$ cat src/rtl/pwm_pkg.sv
// Shared register map, CTRL bit layout and address field widths for the PWM register bank.
package pwm_pkg;
  localparam int CH_W = 4;

  localparam logic [3:0] OFF_PERIOD_L = 4'h0;
  localparam logic [3:0] OFF_PERIOD_H = 4'h1;
  localparam logic [3:0] OFF_CTRL     = 4'h2;
  localparam logic [3:0] OFF_CMP1_L   = 4'h3;
  localparam logic [3:0] OFF_CMP1_H   = 4'h4;
  localparam logic [3:0] OFF_CMP2_L   = 4'h5;
  localparam logic [3:0] OFF_CMP2_H   = 4'h6;
  localparam logic [3:0] OFF_CNT_RST  = 4'h7;
  localparam logic [3:0] OFF_CNT_L    = 4'h8;
  localparam logic [3:0] OFF_CNT_H    = 4'h9;
  localparam logic [3:0] OFF_PRESCALE = 4'hA;
  localparam logic [3:0] OFF_STATUS   = 4'hB;

  localparam int CTRL_EN    = 0;
  localparam int CTRL_UPND  = 1;
  localparam int CTRL_PWMEN = 2;
  localparam int CTRL_FN_LO = 3;
  localparam int CTRL_FN_HI = 4;

  // Field order matches the CTRL byte, so {3'b0, ctrl} is the readback value.
  typedef struct packed {
    logic [1:0] fn;
    logic       pwm_en;
    logic       upnd;
    logic       en;
  } ctrl_t;

  function automatic logic off_valid(input logic [3:0] off);
    return off <= OFF_STATUS;
  endfunction
endpackage

$ cat src/rtl/pwm_reg_chan.sv
// One PWM channel's register set. Double buffering of PERIOD/CMP1/CMP2
// is built only when PWM_REG_BANK_SHADOW_EN is defined.
module pwm_reg_chan
  import pwm_pkg::*;
(
  input  logic        clk_i,
  input  logic        rst_i,
  input  logic        wr_i,
  input  logic        rd_i,
  input  logic [3:0]  off_i,
  input  logic [7:0]  wdata_i,
  input  logic [15:0] cnt_i,
  input  logic        upd_i,
  output logic [7:0]  rdata_o,
  output logic [15:0] period_o,
  output logic [15:0] cmp1_o,
  output logic [15:0] cmp2_o,
  output logic [7:0]  presc_o,
  output ctrl_t       ctrl_o,
  output logic        crst_o
);
  logic [15:0] per_q, per_d, c1_q, c1_d, c2_q, c2_d;
  logic [15:0] per_prog, c1_prog, c2_prog;
  logic [7:0]  stg_q, stg_d, presc_q, presc_d, cnth_q, cnth_d;
  ctrl_t       ctrl_q, ctrl_d;
  logic        crst_q, crst_d, pend_q, pend_d;
  logic        wr_per, wr_c1, wr_c2;

  assign wr_per = wr_i && (off_i == OFF_PERIOD_H);
  assign wr_c1  = wr_i && (off_i == OFF_CMP1_H);
  assign wr_c2  = wr_i && (off_i == OFF_CMP2_H);

`ifdef PWM_REG_BANK_SHADOW_EN
  logic [15:0] per_sh_q, per_sh_d, c1_sh_q, c1_sh_d, c2_sh_q, c2_sh_d;

  // Transfer uses the old shadow; a same-cycle commit re-arms pending.
  always_comb begin
    per_sh_d = per_sh_q;
    c1_sh_d  = c1_sh_q;
    c2_sh_d  = c2_sh_q;
    per_d    = per_q;
    c1_d     = c1_q;
    c2_d     = c2_q;
    pend_d   = pend_q;
    if (upd_i || !ctrl_q.en) begin
      per_d  = per_sh_q;
      c1_d   = c1_sh_q;
      c2_d   = c2_sh_q;
      pend_d = 1'b0;
    end
    if (wr_per) per_sh_d = {wdata_i, stg_q};
    if (wr_c1)  c1_sh_d  = {wdata_i, stg_q};
    if (wr_c2)  c2_sh_d  = {wdata_i, stg_q};
    if (wr_per || wr_c1 || wr_c2) pend_d = 1'b1;
  end

  always_ff @(posedge clk_i) begin
    if (rst_i) begin
      per_sh_q <= '0;
      c1_sh_q  <= '0;
      c2_sh_q  <= '0;
    end else begin
      per_sh_q <= per_sh_d;
      c1_sh_q  <= c1_sh_d;
      c2_sh_q  <= c2_sh_d;
    end
  end

  assign per_prog = per_sh_q;
  assign c1_prog  = c1_sh_q;
  assign c2_prog  = c2_sh_q;
`else
  logic unused_upd;
  assign unused_upd = upd_i;

  always_comb begin
    per_d = per_q;
    c1_d  = c1_q;
    c2_d  = c2_q;
    if (wr_per) per_d = {wdata_i, stg_q};
    if (wr_c1)  c1_d  = {wdata_i, stg_q};
    if (wr_c2)  c2_d  = {wdata_i, stg_q};
  end

  assign pend_d   = 1'b0;
  assign per_prog = per_q;
  assign c1_prog  = c1_q;
  assign c2_prog  = c2_q;
`endif

  always_comb begin
    stg_d   = stg_q;
    ctrl_d  = ctrl_q;
    presc_d = presc_q;
    cnth_d  = cnth_q;
    crst_d  = 1'b0;
    if (wr_i) begin
      case (off_i)
        OFF_PERIOD_L, OFF_CMP1_L, OFF_CMP2_L: stg_d = wdata_i;
        OFF_CTRL: begin
          ctrl_d.en     = wdata_i[CTRL_EN];
          ctrl_d.upnd   = wdata_i[CTRL_UPND];
          ctrl_d.pwm_en = wdata_i[CTRL_PWMEN];
          ctrl_d.fn     = wdata_i[CTRL_FN_HI:CTRL_FN_LO];
        end
        OFF_PRESCALE: presc_d = wdata_i;
        OFF_CNT_RST:  crst_d  = wdata_i[0];
        default: ;
      endcase
    end
    // Snapshot the high byte so a following CNT_H read is coherent with CNT_L.
    if (rd_i && (off_i == OFF_CNT_L)) cnth_d = cnt_i[15:8];
  end

  always_comb begin
    rdata_o = 8'h00;
    case (off_i)
      OFF_PERIOD_L: rdata_o = per_prog[7:0];
      OFF_PERIOD_H: rdata_o = per_prog[15:8];
      OFF_CTRL:     rdata_o = {3'b000, ctrl_q};
      OFF_CMP1_L:   rdata_o = c1_prog[7:0];
      OFF_CMP1_H:   rdata_o = c1_prog[15:8];
      OFF_CMP2_L:   rdata_o = c2_prog[7:0];
      OFF_CMP2_H:   rdata_o = c2_prog[15:8];
      OFF_CNT_L:    rdata_o = cnt_i[7:0];
      OFF_CNT_H:    rdata_o = cnth_q;
      OFF_PRESCALE: rdata_o = presc_q;
      OFF_STATUS:   rdata_o = {7'b0, pend_q};
      default:      rdata_o = 8'h00;
    endcase
  end

  always_ff @(posedge clk_i) begin
    if (rst_i) begin
      per_q   <= '0;
      c1_q    <= '0;
      c2_q    <= '0;
      stg_q   <= '0;
      presc_q <= '0;
      cnth_q  <= '0;
      ctrl_q  <= '0;
      crst_q  <= 1'b0;
      pend_q  <= 1'b0;
    end else begin
      per_q   <= per_d;
      c1_q    <= c1_d;
      c2_q    <= c2_d;
      stg_q   <= stg_d;
      presc_q <= presc_d;
      cnth_q  <= cnth_d;
      ctrl_q  <= ctrl_d;
      crst_q  <= crst_d;
      pend_q  <= pend_d;
    end
  end

  assign period_o = per_q;
  assign cmp1_o   = c1_q;
  assign cmp2_o   = c2_q;
  assign presc_o  = presc_q;
  assign ctrl_o   = ctrl_q;
  assign crst_o   = crst_q;
endmodule

$ cat src/rtl/pwm_reg_bank.sv
// Byte-wide register bank for N_CH PWM channels: address decode and registered read mux.
// Optional double buffering: PWM_REG_BANK_SHADOW_EN.
module pwm_reg_bank
  import pwm_pkg::*;
#(
  parameter int N_CH = 4
) (
  input  logic                clk,
  input  logic                rst,
  input  logic                read,
  input  logic                write,
  input  logic [7:0]          addr,
  input  logic [7:0]          data_write,
  output logic [7:0]          data_read,
  input  logic [16*N_CH-1:0]  counter_val,
  input  logic [N_CH-1:0]     update_evt,
  output logic [16*N_CH-1:0]  period,
  output logic [16*N_CH-1:0]  compare1,
  output logic [16*N_CH-1:0]  compare2,
  output logic [8*N_CH-1:0]   prescale,
  output logic [N_CH-1:0]     en,
  output logic [N_CH-1:0]     upnotdown,
  output logic [N_CH-1:0]     pwm_en,
  output logic [N_CH-1:0]     count_reset,
  output logic [2*N_CH-1:0]   functions
);
  logic [CH_W-1:0]        ch;
  logic [3:0]             off;
  logic [N_CH-1:0]        sel;
  logic [N_CH-1:0][7:0]   rdata;
  logic [7:0]             data_read_q, data_read_d;

  assign ch  = addr[7:4];
  assign off = addr[3:0];

  for (genvar i = 0; i < N_CH; i++) begin : g_ch
    ctrl_t ctrl;
    assign sel[i] = (ch == CH_W'(i)) && off_valid(off);

    pwm_reg_chan u_chan (
      .clk_i   (clk),
      .rst_i   (rst),
      .wr_i    (write && sel[i]),
      .rd_i    (read && sel[i]),
      .off_i   (off),
      .wdata_i (data_write),
      .cnt_i   (counter_val[16*i +: 16]),
      .upd_i   (update_evt[i]),
      .rdata_o (rdata[i]),
      .period_o(period[16*i +: 16]),
      .cmp1_o  (compare1[16*i +: 16]),
      .cmp2_o  (compare2[16*i +: 16]),
      .presc_o (prescale[8*i +: 8]),
      .ctrl_o  (ctrl),
      .crst_o  (count_reset[i])
    );

    assign en[i]               = ctrl.en;
    assign upnotdown[i]        = ctrl.upnd;
    assign pwm_en[i]           = ctrl.pwm_en;
    assign functions[2*i +: 2] = ctrl.fn;
  end

  // Out-of-range channel or offset leaves sel all-zero, so the read returns 0x00.
  always_comb begin
    data_read_d = 8'h00;
    if (read) begin
      for (int i = 0; i < N_CH; i++)
        if (sel[i]) data_read_d = data_read_d | rdata[i];
    end
  end

  always_ff @(posedge clk) begin
    if (rst) data_read_q <= 8'h00;
    else     data_read_q <= data_read_d;
  end

  assign data_read = data_read_q;
endmodule

$ cat config.mk
export PLATFORM = sky130hd
export DESIGN_NAME = pwm_reg_bank
export DESIGN_NICKNAME = d
export VERILOG_FILES = /design/src/rtl/pwm_pkg.sv /design/src/rtl/pwm_reg_chan.sv /design/src/rtl/pwm_reg_bank.sv
export SDC_FILE = /design/constraint.sdc
export NUM_CORES = 1
export LEC_CHECK = 0
export ABC_CLOCK_PERIOD_IN_PS = 7100
export CORE_ASPECT_RATIO = 1.2
export CORE_UTILIZATION = 54
export DETAILED_ROUTE_END_ITERATION = 7
export PLACE_DENSITY = 0.84
export SYNTH_ARGS = -nofsm -noshare
export SYNTH_HDL_FRONTEND = slang
export SYNTH_SLANG_ARGS = --single-unit
$ cat constraint.sdc
create_clock -name clk -period 7.1 [get_ports clk]
set_clock_uncertainty 0.15 [all_clocks]
set_input_delay 2.13 -clock clk [delete_from_list [all_inputs] [get_ports clk]]
set_output_delay 2.13 -clock clk [all_outputs]
set_load 0.01 [all_outputs]
# Yosys cells after proc, flatten, opt, wreduce, memory -nomap -nowiden
# Index checks and enable logic that the tools add are counted.
[classes] magnitude_cmp=1 eq_ne=13 n_bitwise=8 reduce_logical=48 mux=12
[ops] cell="8-bit case mux with 10 select lines" count=4
[ops] cell="8-bit 2-to-1 mux" count=7
[ops] cell="1-bit logical AND" count=28
[ops] cell="8-bit OR" count=3
[ops] cell="2-bit AND reduction" count=12
[ops] cell="4-bit by 2-bit equality test with 1-bit output (second input constant)" count=4
[ops] cell="4-bit by 3-bit equality test with 1-bit output (second input constant)" count=4
[ops] cell="4-bit equality test (second input constant)" count=3
[ops] cell="2-bit OR reduction" count=5
[ops] cell="4-bit by 1-bit equality test with 1-bit output (second input constant)" count=2
[ops] cell="4-bit zero test" count=2
[ops] cell="1-bit NOT" count=5
[ops] cell="4-bit <= comparator (second input constant)" count=1
[ops] cell="3-bit OR reduction" count=1
[ops] cell="1-bit 2-to-1 mux" count=1
[totals] input_bits=88 wordCells=127 out_inout_bits=256 register_bits=320

# Depth between registers and ports, before layout
[depth] ltp_word=12 depth_mapped=9 depth_no_buf=6

# Modules after synthesis
# From an unflattened synthesis, not the netlist that was laid out.
[hier_totals] hier_cells=1752 hier_area_um2=14717.9
[by_module_without_submodules] mod="pwm_reg_chan" n_inst=4 area_per_inst_um2=3533.4 cells_each=428 seq_area_each_um2=1561.5
[by_module_without_submodules] mod="pwm_reg_bank" n_inst=1 area_per_inst_um2=584.3 cells_each=40 seq_area_each_um2=160.2

# Worst setup path after synthesis
# OpenSTA, ideal clock, no wires.
[synth_path] kind="input-to-reg" startpoint="input addr[2]" endpoint="register g_ch[1].u_chan.stg_q[7]" setup_slack_ns=3.264 path_buffers=1 arrival_ns=3.558 required_ns=6.822 stages=7 setup_ns=0.128 path_cell_list="buf_6 -> nor2b_4 -> or3_4 -> a211o_4 -> nor2_8 -> mux2i_1 -> nor2_1"
[synth_between] elab_chain_len=4 word_cells_on_any_way=8 cone_classes="order compare (1); eq/ne (2); reduce/logical (5)"
[synth_lines] item="from (decl)" line_no="pwm_reg_bank.sv:12" text="input logic [7:0] addr,"
[synth_lines] item="4-bit <= comparator" line_no="pwm_pkg.sv:33" text="return off <= OFF_STATUS;"
[synth_lines] item="1-bit logical AND" line_no="pwm_reg_bank.sv:38" text="assign sel[i] = (ch == CH_W'(i)) && off_valid(off);"
[synth_lines] item="1-bit logical AND" line_no="pwm_reg_bank.sv:43" text=".wr_i (write && sel[i]),"
[synth_lines] item="2-bit AND reduction (no line) (*)"
[synth_lines] item="to (signal assigned)" line_no="pwm_reg_chan.sv:148" text="stg_q <= stg_d;"
[synth_lines] item="to (decl)" line_no="pwm_reg_chan.sv:24" text="logic [7:0] stg_q, stg_d, presc_q, presc_d, cnth_q, cnth_d;"
# Every way passes the cells marked *; elsewhere a longest branch is shown, timed or not.
# A chain may end at the register's enable or synchronous reset.

# Worst setup path in the final report
[layout_path] startpoint="input addr[0]" endpoint="register g_ch[1].u_chan.per_q[2]"
[layout_between] elab_chain_len=4 word_cells_on_any_way=5 cone_classes="order compare (1); eq/ne (1); reduce/logical (3)"
[layout_lines] item="4-bit <= comparator" line_no="pwm_pkg.sv:33"
[layout_lines] item="1-bit logical AND" line_no="pwm_reg_bank.sv:38"
[layout_lines] item="1-bit logical AND" line_no="pwm_reg_bank.sv:43"
[layout_lines] item="1-bit logical AND (*)" line_no="pwm_reg_chan.sv:29" text="assign wr_per = wr_i && (off_i == OFF_PERIOD_H);"
[layout_lines] item="to (signal assigned)" line_no="pwm_reg_chan.sv:145" text="per_q <= per_d;"
[layout_lines] item="to (decl)" line_no="pwm_reg_chan.sv:22" text="logic [15:0] per_q, per_d, c1_q, c1_d, c2_q, c2_d;"
# Marks and branches as above.

==> results.ini <==
[yosys]
synth_seq_cells = 320
syn_avg_cell_area_um2 = 8.25
synth_seq_area_share = 0.451
synth-edff-count = 0
yosys.area_share.adder = 0
synth_top_family_by_area = simple AND/OR/NAND/NOR gates
syn-cell-area_um2 = 14200
synth_simple_gate_area_frac = 0.210
async_flop_share = 0
syn_nets = 1810
ys.flop_type = dfxtp_1
yosysWarningCount = 0
synthXorXnorAreaFrac = 0
synth_compound_area_frac = 0.173
syn_inst = 1722
synthMuxAreaShare = 0.118
synth_cell_types = 65

[route]
drc_errors = 3
viasPerCell = 6.51
firstDrtPassIters = 8
wirelength_um = 59300
ant_nets = 0
via_count = 15200
wl_per_cell_um = 25.4
drtIter0Drc = 2211

[die]
rows = 64
ios = 344
dieArea_um2 = 27000
die_x_um = 150
die_h_um = 180
core_area_um2 = 25700
initial_utilization = 0.553

[global_route]
grt_max_degree = 158
overflow = 0
grt_usage = 0.428
grt_pass1_wl_um = 87200
antenna_found_initial = 4
grt_pass1_vias = 14400

[job]
cap_violations = 0

[clocking]
clock-sinks = 320
clockBufferDepth = 3
ctsHoldBuffers = 0
post_cts_buffers = 0
cts_tree = yes
cts_root_buf = clkbuf_16
insertion_delay_ns = 0.58
post_cts_resized = 0
h-tree-depth = 1
path_clk_slew_ns = 0.07
cts_buffers = 31

[min_path]
min-delay-start = g_ch[0].u_chan.period_o[6]$_SDFFE_PP0P_
whs_path_depth = 2
holdPathEnd = g_ch[0].u_chan.period_o[6]$_SDFFE_PP0P_
hold_path.class = reg -> reg

[setup_path]
crit_arrival_ns = 5.36
r2r_slack_ns = 5.08
worstPathMaxFanout = 34
worstReg2RegStart = g_ch[1].u_chan.ctrl_o[2]$_SDFFE_PP0P_
slowest_stage = nor2b_1
max_stage_delay_ns = 0.85
cp-start-kind = input port
r2r.worst_path.cells = 6
worstPathCellList = buf_2 > buf_4 > nor2b_1 > nand3_2 > nor2_2 > nand2_1 > a21oi_1
r2r-end = data_read[2]$_SDFF_PP0_
critPathCaptureType = flip-flop
worstSetupPathType = in -> reg
required_ns = 7.43
path_buf_inv = 2
critPathTopFamily = simple AND/OR/NAND/NOR gates

[place]
place_hpwl_um = 39500
numPortBuffers = 339
routabilityCongestion = 0.936

[sta]
setup_viol = 0
fin_setup_tns_ns = 0
slew_viol_final = 0
hold_ws_ns = 0.317
rsz0062_at_grt = no
slew_headroom = 0.0158
period_share = 0.709
hold_violations = 0
worst_slew_pin_slew_ns = 1.47
fin_crit_ns = 5.04
fmax_mhz = 199

[outcome]
status = finished, violations left
violations = DRC

[pwr]
p_leak_nw = 6.36
peakVddDrop_uv = 179
finalPower_mw = 3.82
pwr_density_cell_nw_per_um2 = 205

[layout]
register_area_um2 = 6410
fillers = 1959
final_core_util = 0.725
multi_input_comb_area_um2 = 7130
syn_to_final_growth_pct = 31.1
drive_gt1_frac = 0.0689
fin_nets = 2065

==> where the power goes <==
group	switching (mW)	leakage [nW]	total (mW)	internal, mW
Combinational	0.178	3.26	0.257	0.0793
Sequential	0.00163	2.58	1.80	1.80
Clock	0.728	0.529	1.77	1.04
==> state kept, by name, summed over array words and instances, names as in the netlist <==
signal                flops
data_read                 8
g_ch.u_chan.cmp1_o       64
g_ch.u_chan.cmp2_o       64
g_ch.u_chan.cnth_q       32
g_ch.u_chan.crst_o        4
g_ch.u_chan.ctrl_o       20
g_ch.u_chan.period_o     64
g_ch.u_chan.presc_o      32
g_ch.u_chan.stg_q        32
==> placed cells by master (no fill, tap or decap), types with 10 or more instances in the layout <==
| cell type | count |
|---|---|
| nand2_1 | 419 |
| clkdlybuf4s50_1 | 333 |
| dfxtp_1 | 320 |
| a21oi_1 | 245 |
| mux2i_1 | 141 |
| nor2_1 | 122 |
| nand3_1 | 72 |
| clkbuf_16 | 31 |
| a22oi_1 | 28 |
| buf_4 | 25 |
| o21ai_0 | 22 |
| mux2_2 | 20 |
| a221oi_1 | 18 |
| a31oi_1 | 15 |
| nor2b_1 | 13 |
| clkbuf_8 | 13 |
| a22o_1 | 12 |
| a32oi_1 | 10 |
==> synthesized netlist by cell type (8+ instances only) <==
cell type	n	area (µm²)
a21oi_1	245	1230
a221oi_1	18	158
a22o_1	12	105
a22oi_1	28	210
a31oi_1	15	93.8
a32oi_1	10	87.6
buf_2	53	265
buf_4	15	113
clkbuf_1	67	251
dfxtp_1	320	6410
mux2_2	20	225
mux2i_1	141	1410
nand2_1	419	1570
nand3_1	72	360
nor2_1	124	465
nor2_4	8	90.1
nor2b_1	13	81.3
o21ai_0	22	110
o22ai_1	8	50.1
o32ai_1	8	70.1
==> per-layer routing <==
layer  up-vias  share of wire  GRT usage
met1      6966           0.34      0.520
met2      1368           0.44      0.637
met4         2          0.087      0.341
met3       355           0.14      0.109
met5         -        0.00020          0
li1       6501              -          -
==> cell families after synthesis <==
family	count (synthesis)
compound gates	405
flops	320
mux	163
buf+inv	145
simple gates	689
==> worst register-to-register path, stage by stage, from the launching register on <==
cell	delay, ns
dfxtp_1	0.32
mux2i_1	0.30
o22ai_1	0.15
a221oi_1	0.24
a31oi_1	0.22
a311oi_1	0.33
a31oi_1	0.14
==> stage by stage <==
stage	cells	area, µm²	setup WS [ns]
2_1_floorplan	1722	14200	3.26
3_3_place_gp	2274	17500	1.78
3_5_place_dp	2274	17500	1.72
4_1_cts	2332	18600	2.22
5_1_grt	2333	18600	1.95
6_report	2335	18600	2.06
==> worst max path at each step <==
stage	startpoint	endpoint	slack, ns	cells after the start
global placement	addr[3]	g_ch[1].u_chan.cmp1_o[14]$_SDFFE_PP0P_	1.78	8
floorplan	addr[2]	g_ch[1].u_chan.stg_q[7]$_SDFFE_PP0P_	3.26	7
detailed placement	addr[3]	g_ch[1].u_chan.cmp2_o[2]$_SDFFE_PP0P_	1.72	8
global route	addr[3]	g_ch[1].u_chan.cmp2_o[3]$_SDFFE_PP0P_	1.95	8
finish	addr[0]	g_ch[1].u_chan.period_o[2]$_SDFFE_PP0P_	2.06	7
CTS	addr[3]	g_ch[1].u_chan.cmp1_o[2]$_SDFFE_PP0P_	2.22	8
==> layout make-up <==
cell class	instances	area share
multi-input cells	1257	0.383
repair buffers	364	0.192
inverters	3	0.000604
clock buffers	51	0.0521
flip-flops and latches	320	0.344
well taps	330	0.0222
diodes	3	0.000403
clock inverters	7	0.00638
No activity file was read; power rests on OpenSTA's default activity.
